==> src/rtl/vm_input_pkg.sv <==
// rtl/vm_input_pkg.sv - shared constants and types for the vending-machine input conditioner
//
// Purpose : coin credit constants, channel numbering, front-end FSM states and a
//           small helper used to size the shared debounce/repeat counters.
// Ports   : none (package)
package vm_input_pkg;

    localparam logic [4:0] COIN_1  = 5'd1;
    localparam logic [4:0] COIN_5  = 5'd5;
    localparam logic [4:0] COIN_10 = 5'd10;
    localparam logic [4:0] COIN_20 = 5'd20;

    localparam int NUM_CH = 7;

    // Bit position of each input channel inside the top-level raw/stable/rise vectors.
    typedef enum logic [2:0] {
        CH_L   = 3'd0,
        CH_R   = 3'd1,
        CH_C   = 3'd2,
        CH_SW0 = 3'd3,
        CH_SW1 = 3'd4,
        CH_SW2 = 3'd5,
        CH_SW3 = 3'd6
    } channel_e;

    typedef enum logic {
        INIT = 1'b0,
        RUN  = 1'b1
    } state_e;

    function automatic int max3(input int a, input int b, input int c);
        int m;
        m = (a > b) ? a : b;
        return (m > c) ? m : c;
    endfunction

endpackage

==> src/rtl/vm_debounce_cell.sv <==
// rtl/vm_debounce_cell.sv - one input channel: 2-flop sync, debounce counter, stable level, rise detect
//
// Purpose : turns one raw asynchronous, bouncy input into a clean stable level and a
//           one-cycle rise indication (stable went 0->1 on the previous edge).
// Ports   : clk, rst        - system clock, async active-high reset
//           i_raw           - raw input
//           i_init_load     - while high, stable follows the synchronised input silently
//           o_stable        - debounced level
//           o_rise          - high for one cycle after stable rises
module vm_debounce_cell #(
    parameter int DEBOUNCE_CYCLES = 20000,
    parameter int CNT_W           = 15
) (
    input  logic clk,
    input  logic rst,
    input  logic i_raw,
    input  logic i_init_load,
    output logic o_stable,
    output logic o_rise
);

    localparam logic [CNT_W-1:0] CNT_LAST = CNT_W'(DEBOUNCE_CYCLES - 1);

    logic             r_sync1;
    logic             r_sync2;
    logic             r_stable;
    logic             r_stable_d;
    logic [CNT_W-1:0] r_cnt;

    always_ff @(posedge clk or posedge rst) begin
        if (rst) begin
            r_sync1    <= 1'b0;
            r_sync2    <= 1'b0;
            r_stable   <= 1'b0;
            r_stable_d <= 1'b0;
            r_cnt      <= '0;
        end else begin
            r_sync1 <= i_raw;
            r_sync2 <= r_sync1;
            if (i_init_load) begin
                // Load both copies so no rise is seen when leaving init.
                r_stable   <= r_sync2;
                r_stable_d <= r_sync2;
                r_cnt      <= '0;
            end else begin
                r_stable_d <= r_stable;
                if (r_sync2 == r_stable) begin
                    r_cnt <= '0;
                end else if (r_cnt == CNT_LAST) begin
                    r_stable <= r_sync2;
                    r_cnt    <= '0;
                end else begin
                    r_cnt <= r_cnt + 1'b1;
                end
            end
        end
    end

    assign o_stable = r_stable;
    assign o_rise   = r_stable & ~r_stable_d;

endmodule

==> src/rtl/vm_input_conditioner.sv <==
// rtl/vm_input_conditioner.sv - button/coin front end: debounce, press pulses, coin encode and inhibit
//
// Purpose : debounces L/R/C buttons and four coin switches, emits one-clock registered
//           pulses per clean press, encodes coins (highest value wins) and rejects coins
//           while coin_inhibit is high. Optional auto-repeat on L/R under the
//           BUTTON_REPEAT_EN macro.
// Ports   : clk, rst (async active-high)
//           L_button, R_button, C_button, switch[3:0], coin_inhibit - inputs
//           L_pulse, R_pulse, C_pulse                               - press pulses
//           coin_valid, coin_value[4:0], coin_reject, coin_conflict - coin pulses
//           ready                                                   - high in RUN
module vm_input_conditioner
    import vm_input_pkg::*;
#(
    parameter int DEBOUNCE_CYCLES = 20000,
    parameter int REPEAT_DELAY    = 500000,
    parameter int REPEAT_PERIOD   = 150000
) (
    input  logic       clk,
    input  logic       rst,
    input  logic       L_button,
    input  logic       R_button,
    input  logic       C_button,
    input  logic [3:0] switch,
    input  logic       coin_inhibit,
    output logic       L_pulse,
    output logic       R_pulse,
    output logic       C_pulse,
    output logic       coin_valid,
    output logic [4:0] coin_value,
    output logic       coin_reject,
    output logic       coin_conflict,
    output logic       ready
);

    localparam int CNT_W  = $clog2(max3(DEBOUNCE_CYCLES, REPEAT_DELAY, REPEAT_PERIOD) + 1);
    localparam int INIT_W = $clog2(DEBOUNCE_CYCLES + 2);
    localparam logic [INIT_W-1:0] INIT_LAST = INIT_W'(DEBOUNCE_CYCLES + 1);

    localparam int IL = int'(CH_L);
    localparam int IR = int'(CH_R);
    localparam int IC = int'(CH_C);

    logic [NUM_CH-1:0] w_raw;
    logic [NUM_CH-1:0] w_stable;
    logic [NUM_CH-1:0] w_rise;
    logic [3:0]        w_sw_rise;
    logic [4:0]        w_coin_val;
    logic              w_coin_any;
    logic              w_coin_multi;
    logic [1:0]        w_rep_fire;
    logic              w_init_load;
    logic              w_run;
    state_e            r_state;
    state_e            w_state_next;
    logic [INIT_W-1:0] r_init_cnt;

    logic       r_l_pulse, r_r_pulse, r_c_pulse;
    logic       r_coin_valid, r_coin_reject, r_coin_conflict;
    logic [4:0] r_coin_value;

    assign w_raw = {switch, C_button, R_button, L_button};

    for (genvar g = 0; g < NUM_CH; g++) begin : g_ch
        vm_debounce_cell #(
            .DEBOUNCE_CYCLES (DEBOUNCE_CYCLES),
            .CNT_W           (CNT_W)
        ) u_cell (
            .clk         (clk),
            .rst         (rst),
            .i_raw       (w_raw[g]),
            .i_init_load (w_init_load),
            .o_stable    (w_stable[g]),
            .o_rise      (w_rise[g])
        );
    end

    // INIT lasts DEBOUNCE_CYCLES+2 clocks so every synchroniser has settled before RUN.
    always_ff @(posedge clk or posedge rst) begin
        if (rst) begin
            r_state    <= INIT;
            r_init_cnt <= '0;
        end else begin
            r_state <= w_state_next;
            if (r_state == INIT && r_init_cnt != INIT_LAST) begin
                r_init_cnt <= r_init_cnt + 1'b1;
            end
        end
    end

    always_comb begin
        w_state_next = r_state;
        if (r_state == INIT && r_init_cnt == INIT_LAST) begin
            w_state_next = RUN;
        end
    end

    always_comb begin
        w_init_load = (r_state == INIT);
        w_run       = (r_state == RUN);
    end

    assign ready = w_run;

    assign w_sw_rise = w_rise[NUM_CH-1:int'(CH_SW0)];

    always_comb begin
        w_coin_val = '0;
        if (w_sw_rise[3])      w_coin_val = COIN_20;
        else if (w_sw_rise[2]) w_coin_val = COIN_10;
        else if (w_sw_rise[1]) w_coin_val = COIN_5;
        else if (w_sw_rise[0]) w_coin_val = COIN_1;
        w_coin_any   = |w_sw_rise;
        // More than one bit set: clearing the lowest set bit leaves something.
        w_coin_multi = (w_sw_rise & (w_sw_rise - 4'd1)) != 4'd0;
    end

`ifdef BUTTON_REPEAT_EN
    localparam logic [CNT_W-1:0] REP_DLY_LAST = CNT_W'(REPEAT_DELAY - 1);
    localparam logic [CNT_W-1:0] REP_PER_LAST = CNT_W'(REPEAT_PERIOD - 1);

    logic [1:0]       r_rep_act;
    logic [1:0]       r_rep_first;
    logic [CNT_W-1:0] r_rep_cnt [2];
    logic [1:0]       w_rep_hold;
    logic             w_both_held;

    // Index 0 = L, 1 = R. Holding both buttons cancels repeat on both.
    always_comb begin
        w_both_held = w_stable[IL] & w_stable[IR];
        w_rep_hold  = {w_stable[IR], w_stable[IL]} & {2{w_run & ~w_both_held}};
        for (int i = 0; i < 2; i++) begin
            w_rep_fire[i] = w_rep_hold[i] & r_rep_act[i] &
                            (r_rep_cnt[i] == (r_rep_first[i] ? REP_DLY_LAST : REP_PER_LAST));
        end
    end

    always_ff @(posedge clk or posedge rst) begin
        if (rst) begin
            r_rep_act   <= '0;
            r_rep_first <= '1;
            for (int i = 0; i < 2; i++) r_rep_cnt[i] <= '0;
        end else begin
            for (int i = 0; i < 2; i++) begin
                if (!w_rep_hold[i]) begin
                    r_rep_act[i]   <= 1'b0;
                    r_rep_first[i] <= 1'b1;
                    r_rep_cnt[i]   <= '0;
                end else if (w_rise[i]) begin
                    // Timer starts on the edge that registers the press pulse.
                    r_rep_act[i]   <= 1'b1;
                    r_rep_first[i] <= 1'b1;
                    r_rep_cnt[i]   <= '0;
                end else if (w_rep_fire[i]) begin
                    r_rep_first[i] <= 1'b0;
                    r_rep_cnt[i]   <= '0;
                end else if (r_rep_act[i]) begin
                    r_rep_cnt[i] <= r_rep_cnt[i] + 1'b1;
                end
            end
        end
    end
`else
    logic w_unused_stable;
    assign w_unused_stable = ^w_stable;
    assign w_rep_fire      = 2'b00;
`endif

    always_ff @(posedge clk or posedge rst) begin
        if (rst) begin
            r_l_pulse       <= 1'b0;
            r_r_pulse       <= 1'b0;
            r_c_pulse       <= 1'b0;
            r_coin_valid    <= 1'b0;
            r_coin_reject   <= 1'b0;
            r_coin_conflict <= 1'b0;
            r_coin_value    <= '0;
        end else begin
            r_l_pulse       <= w_run & (w_rise[IL] | w_rep_fire[0]);
            r_r_pulse       <= w_run & (w_rise[IR] | w_rep_fire[1]);
            r_c_pulse       <= w_run & w_rise[IC];
            r_coin_valid    <= w_run & w_coin_any & ~coin_inhibit;
            r_coin_reject   <= w_run & w_coin_any & coin_inhibit;
            r_coin_conflict <= w_run & w_coin_multi;
            r_coin_value    <= w_run ? w_coin_val : 5'd0;
        end
    end

    assign L_pulse       = r_l_pulse;
    assign R_pulse       = r_r_pulse;
    assign C_pulse       = r_c_pulse;
    assign coin_valid    = r_coin_valid;
    assign coin_reject   = r_coin_reject;
    assign coin_conflict = r_coin_conflict;
    assign coin_value    = r_coin_value;

endmodule

==> config.mk <==
export PLATFORM = sky130hd
export DESIGN_NAME = vm_input_conditioner
export DESIGN_NICKNAME = d
export VERILOG_FILES = /design/src/rtl/vm_input_pkg.sv /design/src/rtl/vm_debounce_cell.sv /design/src/rtl/vm_input_conditioner.sv
export SDC_FILE = /design/constraint.sdc
export NUM_CORES = 1
export LEC_CHECK = 0
export CAP_MARGIN = 20
export CORE_MARGIN = 5
export CORE_UTILIZATION = 25
export DETAILED_ROUTE_END_ITERATION = 16
export PLACE_DENSITY = 0.41
export RECOVER_POWER = 100
export SYNTH_ARGS = -nofsm -noshare
export SYNTH_HDL_FRONTEND = slang
export SYNTH_SLANG_ARGS = --single-unit
==> constraint.sdc <==
create_clock -name clk -period 6 [get_ports clk]
set_clock_uncertainty 0.2 [all_clocks]
set_input_delay 1.2 -clock clk [delete_from_list [all_inputs] [get_ports clk]]
set_output_delay 1.2 -clock clk [all_outputs]
set_load 0.02 [all_outputs]
# [Word-level counts from Yosys, hierarchy flattened]
# Index checks and enable logic that the tools add are counted.
[op_classes] n_addsub=9 n_eq_ne=30 muxes=54 bitwise=24 reduce_logical=11
[ops] cell="$mux 19" count=21
[ops] cell="$add 19x1->19 const B" count=7
[ops] cell="$eq 19x15->1 const B" count=7
[ops] cell="$mux 1" count=29
[ops] cell="$add 15x1->15 const B" count=1
[ops] cell="$eq 15x15->1 const B" count=1
[ops] cell="$ne 15x15->1 const B" count=1
[ops] cell="$and 1x1->1" count=14
[ops] cell="$ne 2x1->1 const B" count=7
[ops] cell="$ne 2x2->1 const B" count=7
[ops] cell="$reduce_and 2->1" count=7
[ops] cell="$mux 5" count=2
[ops] cell="$not 1->1" count=9
[ops] cell="$eq 1x1->1" count=7
[ops] cell="$and 4x4->4" count=1
[ops] cell="$mux 4" count=1
[ops] cell="$reduce_bool 4->1" count=1
[ops] cell="$reduce_or 4->1" count=1
[ops] cell="$sub 4x1->4 const B" count=1
[ops] cell="$mux 3" count=1
[ops] cell="$logic_and 1x1->1" count=2
[word_totals] register_bits=188 input_bits=10 out_inout_bits=12 word_cells=172

# [Depth between registers and ports, before layout]
[depth] ltp_word=7 depth_mapped=7 depth_no_buf=6

# [Modules after synthesis]
# From an unflattened synthesis, not the netlist that was laid out.
[hier_totals] hier_cells=875 hier_area_um2=9255.1
[by_module_without_submodules] module="vm_debounce_cell" instances=7 cells_each=111 area_per_inst_um2=1162.4 seq_area_each_um2=575.6
[by_module_without_submodules] module="vm_input_conditioner" instances=1 cells_each=98 area_per_inst_um2=1118.6 seq_area_each_um2=650.6

# [Worst setup path after synthesis]
# OpenSTA, ideal clock, no wires.
[synth_path] path_type="register to register" from="register g_ch[5].u_cell.r_cnt[0]" to="register g_ch[5].u_cell.r_cnt[18]" setup_time_ps=79 t_arrival_ps=1765 required_time_ps=5721 path_slack_ps=3956 path_stages_with_launch=6 cell_sequence="dfrtp_1 ha_1 nand4_2 or4_4 or3_1 a21oi_1"
[synth_between] elab_chain_cells=4 elab_cells_between_ends=5
[synth_lines] item="start, declared" line_no="vm_debounce_cell.sv:28" source="logic [CNT_W-1:0] r_cnt;"
[synth_lines] item="start signal, assigned" line_no="vm_debounce_cell.sv:53" source="r_cnt <= r_cnt + 1'b1;"
[synth_lines] item="$add 19x1->19 / $eq 19x15->1 (equally long branches)" line_no="vm_debounce_cell.sv:53, vm_debounce_cell.sv:49"
[synth_lines] item="$mux 19 *" line_no="vm_debounce_cell.sv:49" source="end else if (r_cnt == CNT_LAST) begin"
[synth_lines] item="$mux 19 *" line_no="vm_debounce_cell.sv:47" source="if (r_sync2 == r_stable) begin"
[synth_lines] item="$mux 19 *" line_no="vm_debounce_cell.sv:40" source="if (i_init_load) begin"
# Mark *: on every way between the ends. The rest lies on a longest branch, timed or not.
# A chain may end at the register's enable or synchronous reset.

# [Final worst setup path]
[layout_path] from="register r_state, in the netlist ready" to="register g_ch[1].u_cell.r_cnt[17]"
[layout_between] elab_chain_cells=1
[layout_lines] item="start, declared" line_no="vm_input_conditioner.sv:54" source="state_e r_state;"
[layout_lines] item="start signal, assigned" line_no="vm_input_conditioner.sv:84" source="r_state <= w_state_next;"
[layout_lines] item="$mux 19" line_no="vm_debounce_cell.sv:40"
[layout_lines] item="end signal, assigned" line_no="vm_debounce_cell.sv:53"
[layout_lines] item="end, declared" line_no="vm_debounce_cell.sv:28"
# No other way between the ends.

==> impl_metrics.tcl <==
set metrics [dict create \
    status "complete, but fails checks" \
    failed_checks "max-capacitance violations, max-slew violations" \
    grt_max_degree 188 \
    firstDrtPassIters 4 \
    grt_pass1_wl_um 30700 \
    synth_cell_types 46 \
    viasPerCell 4.51 \
    slew_violations 94 \
    min_path_type "register to register" \
    synth-simple-area-share_pct 24.2 \
    grt_pass1_vias 6021 \
    synth_ff_type "dfrtp_1" \
    required_ps 6170 \
    cts_buffer_depth 2 \
    yosys_warnings 0 \
    max_slew_margin_pct -2.60 \
    cts_setup_buffers 0 \
    grt_usage_pct 9.59 \
    finalSetupTns_ps 0 \
    pwr_density_cell_nw_per_um2 249 \
    vias 6034 \
    cts.clk_slew.worst_paths_ps 70 \
    synthCells 855 \
    synth_top_family_by_area "simple AND/OR/NAND/NOR gates" \
    path_class "register to register" \
    synth-adder-area-share_pct 1.41 \
    die_area_um2 38600 \
    cp.arrival_ps 3470 \
    die_y_um 197 \
    rrSetupSlack_ps 2710 \
    cts_resized 0 \
    cts_tree "done" \
    synthXorXnorAreaFrac_pct 10.9 \
    end_kind "register" \
    htreeDepth 4 \
    totalWireLength_um 17700 \
    syn_to_final_growth_pct 14.5 \
    synth_edf_count 0 \
    finalSetupViolCount 0 \
    start_kind "register" \
    initial_core_util_pct 25.3 \
    ant_nets 0 \
    worstPathMaxFanout 33 \
    drive_above_1_share_pct 6.79 \
    synth.area.mux_share_pct 1.29 \
    antenna_found_initial 0 \
    numCtsBuffers 17 \
    grt_remaining_overflow 0 \
    synth_compound_area_share_pct 6.21 \
    ios 22 \
    portBuffers 21 \
    syn_area_um2 8700 \
    ir_drop_mv 0.193 \
    finalCriticalPeriod_ps 3290 \
    route.detailed.drc 0 \
    nets 891 \
    drtIter0Drc 272 \
    worstMarginPinSlew_ps 1530 \
    synth_seq_area_share_pct 53.8 \
    period_share_pct 54.9 \
    cts_sinks 187 \
    timing.hold.ws_ps 150 \
    rsz0062_at_grt "no" \
    startpoint "ready" \
    cap_violations 6 \
    rows 68 \
    clk_latency_ps 430 \
    cts_root_buf "clkbuf_16" \
    worstHoldStart "g_ch[5].u_cell.r_sync1" \
    synthArstFlopShare_pct 100 \
    final-hold-violation-count 0 \
    fmax_mhz 304 \
    syn_avg_cell_area_um2 10.2 \
    syn_nets 874 \
    core_um2 34500 \
    endpoint "g_ch[1].u_cell.r_cnt[17]" \
    ys_ff_latch 187 \
    dp_hpwl_um 11300 \
    die_w_um 197 \
    cts_hold_buf 0 \
    wl_per_cell_um 13.2 \
    power_leakage_nw 3.80 \
    diodes 0 \
    globalplace.congestion 0.707 \
    timing.rr.end "g_ch[1].u_cell.r_cnt[17]" \
    rr_worst_depth 3 \
    r2r-start "ready" \
]
## layer usage
| layer | up-vias | track usage, % | share of wire (%) |
|---|---|---|---|
| li1 | 3018 | - | - |
| met1 | 2939 | 13.8 | 53 |
| met2 | 62 | 14.4 | 43 |
| met3 | 15 | 2.14 | 2.6 |
| met4 | 0 | 3.00 | 1.2 |
| met5 | - | 0 | 0 |
## synth_stat cells (2+ instances only)
library cell / count / area share, %
and3_1: 15 / 1.1
nand4_1: 33 / 2.4
ha_1: 9 / 1.3
buf_2: 7 / 0.40
and4_2: 2 / 0.23
and2_1: 6 / 0.43
o21ai_0: 31 / 1.8
nor4_1: 19 / 1.4
a31o_2: 2 / 0.20
nand2b_1: 4 / 0.29
nor3_1: 15 / 0.86
inv_1: 25 / 1.1
nand4b_1: 2 / 0.20
or3_1: 22 / 1.6
o211ai_2: 7 / 1.0
or4_4: 2 / 0.26
or4_1: 10 / 0.86
or2_2: 5 / 0.36
xnor2_1: 51 / 5.1
clkbuf_1: 17 / 0.73
nand4_2: 2 / 0.29
nor4b_1: 10 / 1.0
nor2_1: 120 / 5.2
and4_1: 12 / 1.2
dfrtp_1: 187 / 54
nand3_1: 53 / 3.0
a21oi_1: 34 / 2.0
xor2_1: 57 / 5.7
mux2_2: 10 / 1.3
or2_1: 3 / 0.22
nand2_1: 59 / 2.5
o31ai_1: 10 / 0.86
## power breakdown
part / total [W] / internal (W) / switching [W] / leakage (nW)
Sequential: 0.00128 / 0.00127 / 0.00000681 / 2.53
Combinational: 0.0000411 / 0.0000115 / 0.0000296 / 0.986
Clock: 0.00117 / 0.000656 / 0.000510 / 0.281
Total: 0.00248 / 0.00194 / 0.000546 / 3.80
## state kept, by name, summed over array words and instances, names as in the netlist, 4 cells and up
signal / count
g_ch.u_cell.r_stable_d: 7
g_ch.u_cell.r_sync1: 7
g_ch.u_cell.r_sync2: 7
coin_value: 4
g_ch.u_cell.o_stable: 7
g_ch.u_cell.r_cnt: 133
r_init_cnt: 15
## layout by cell type, fill, tap and decap left out, drive strengths merged, types with 25 or more instances in the layout
cell type	count
a21oi	34
dfrtp	187
inv	25
nand2	60
nand3	54
nand4	35
nor2	120
o21ai	31
xnor2	51
xor2	57
## cell type report
class | count | area, µm²
fill | 3669 | 24500
sequential | 187 | 4680
multi-input combinational | 618 | 3790
tap | 455 | 569
clock buffer | 17 | 425
timing repair buffer | 23 | 234
clock inverter | 14 | 174
inverter | 25 | 95.1
## logic make-up after synthesis
kind of cell,after synthesis
flops,187
buf+inv,50
compound gates,88
simple gates,402
mux,10
xor+xnor,108
fa+ha+maj,10
## stage by stage
stage / instance area (µm²) / setup WS (ps) / cells / utilization, % / total power, W
finish: 9970 / 2710 / 1339 / 28.9 / 0.00248
global placement: 9410 / 3100 / 1308 / 27.3 / 0.00135
floorplan: 8710 / 2190 / 855 / - / 0.00133
CTS: 10000 / 3120 / 1339 / 29.0 / 0.00254
global route: 9970 / 2330 / 1339 / 28.9 / 0.00260
detailed placement: 9410 / 3120 / 1308 / 27.3 / 0.00135
## worst min path at each step
stage / end / slack [ps] / depth (start not counted)
floorplan: g_ch[0].u_cell.r_sync2 / 130 / 0
global placement: g_ch[5].u_cell.r_sync2 / 140 / 0
detailed placement: g_ch[5].u_cell.r_sync2 / 130 / 0
CTS: g_ch[5].u_cell.r_sync2 / 150 / 0
global route: g_ch[5].u_cell.r_sync2 / 160 / 0
finish: g_ch[5].u_cell.r_sync2 / 150 / 0
## critical path: stages, from the launching register on
cell	delay, ps
dfrtp_1	390
clkbuf_1	1130
o211ai_1	1000
o21ba_2	510
Power figures use the tool's default switching activity.
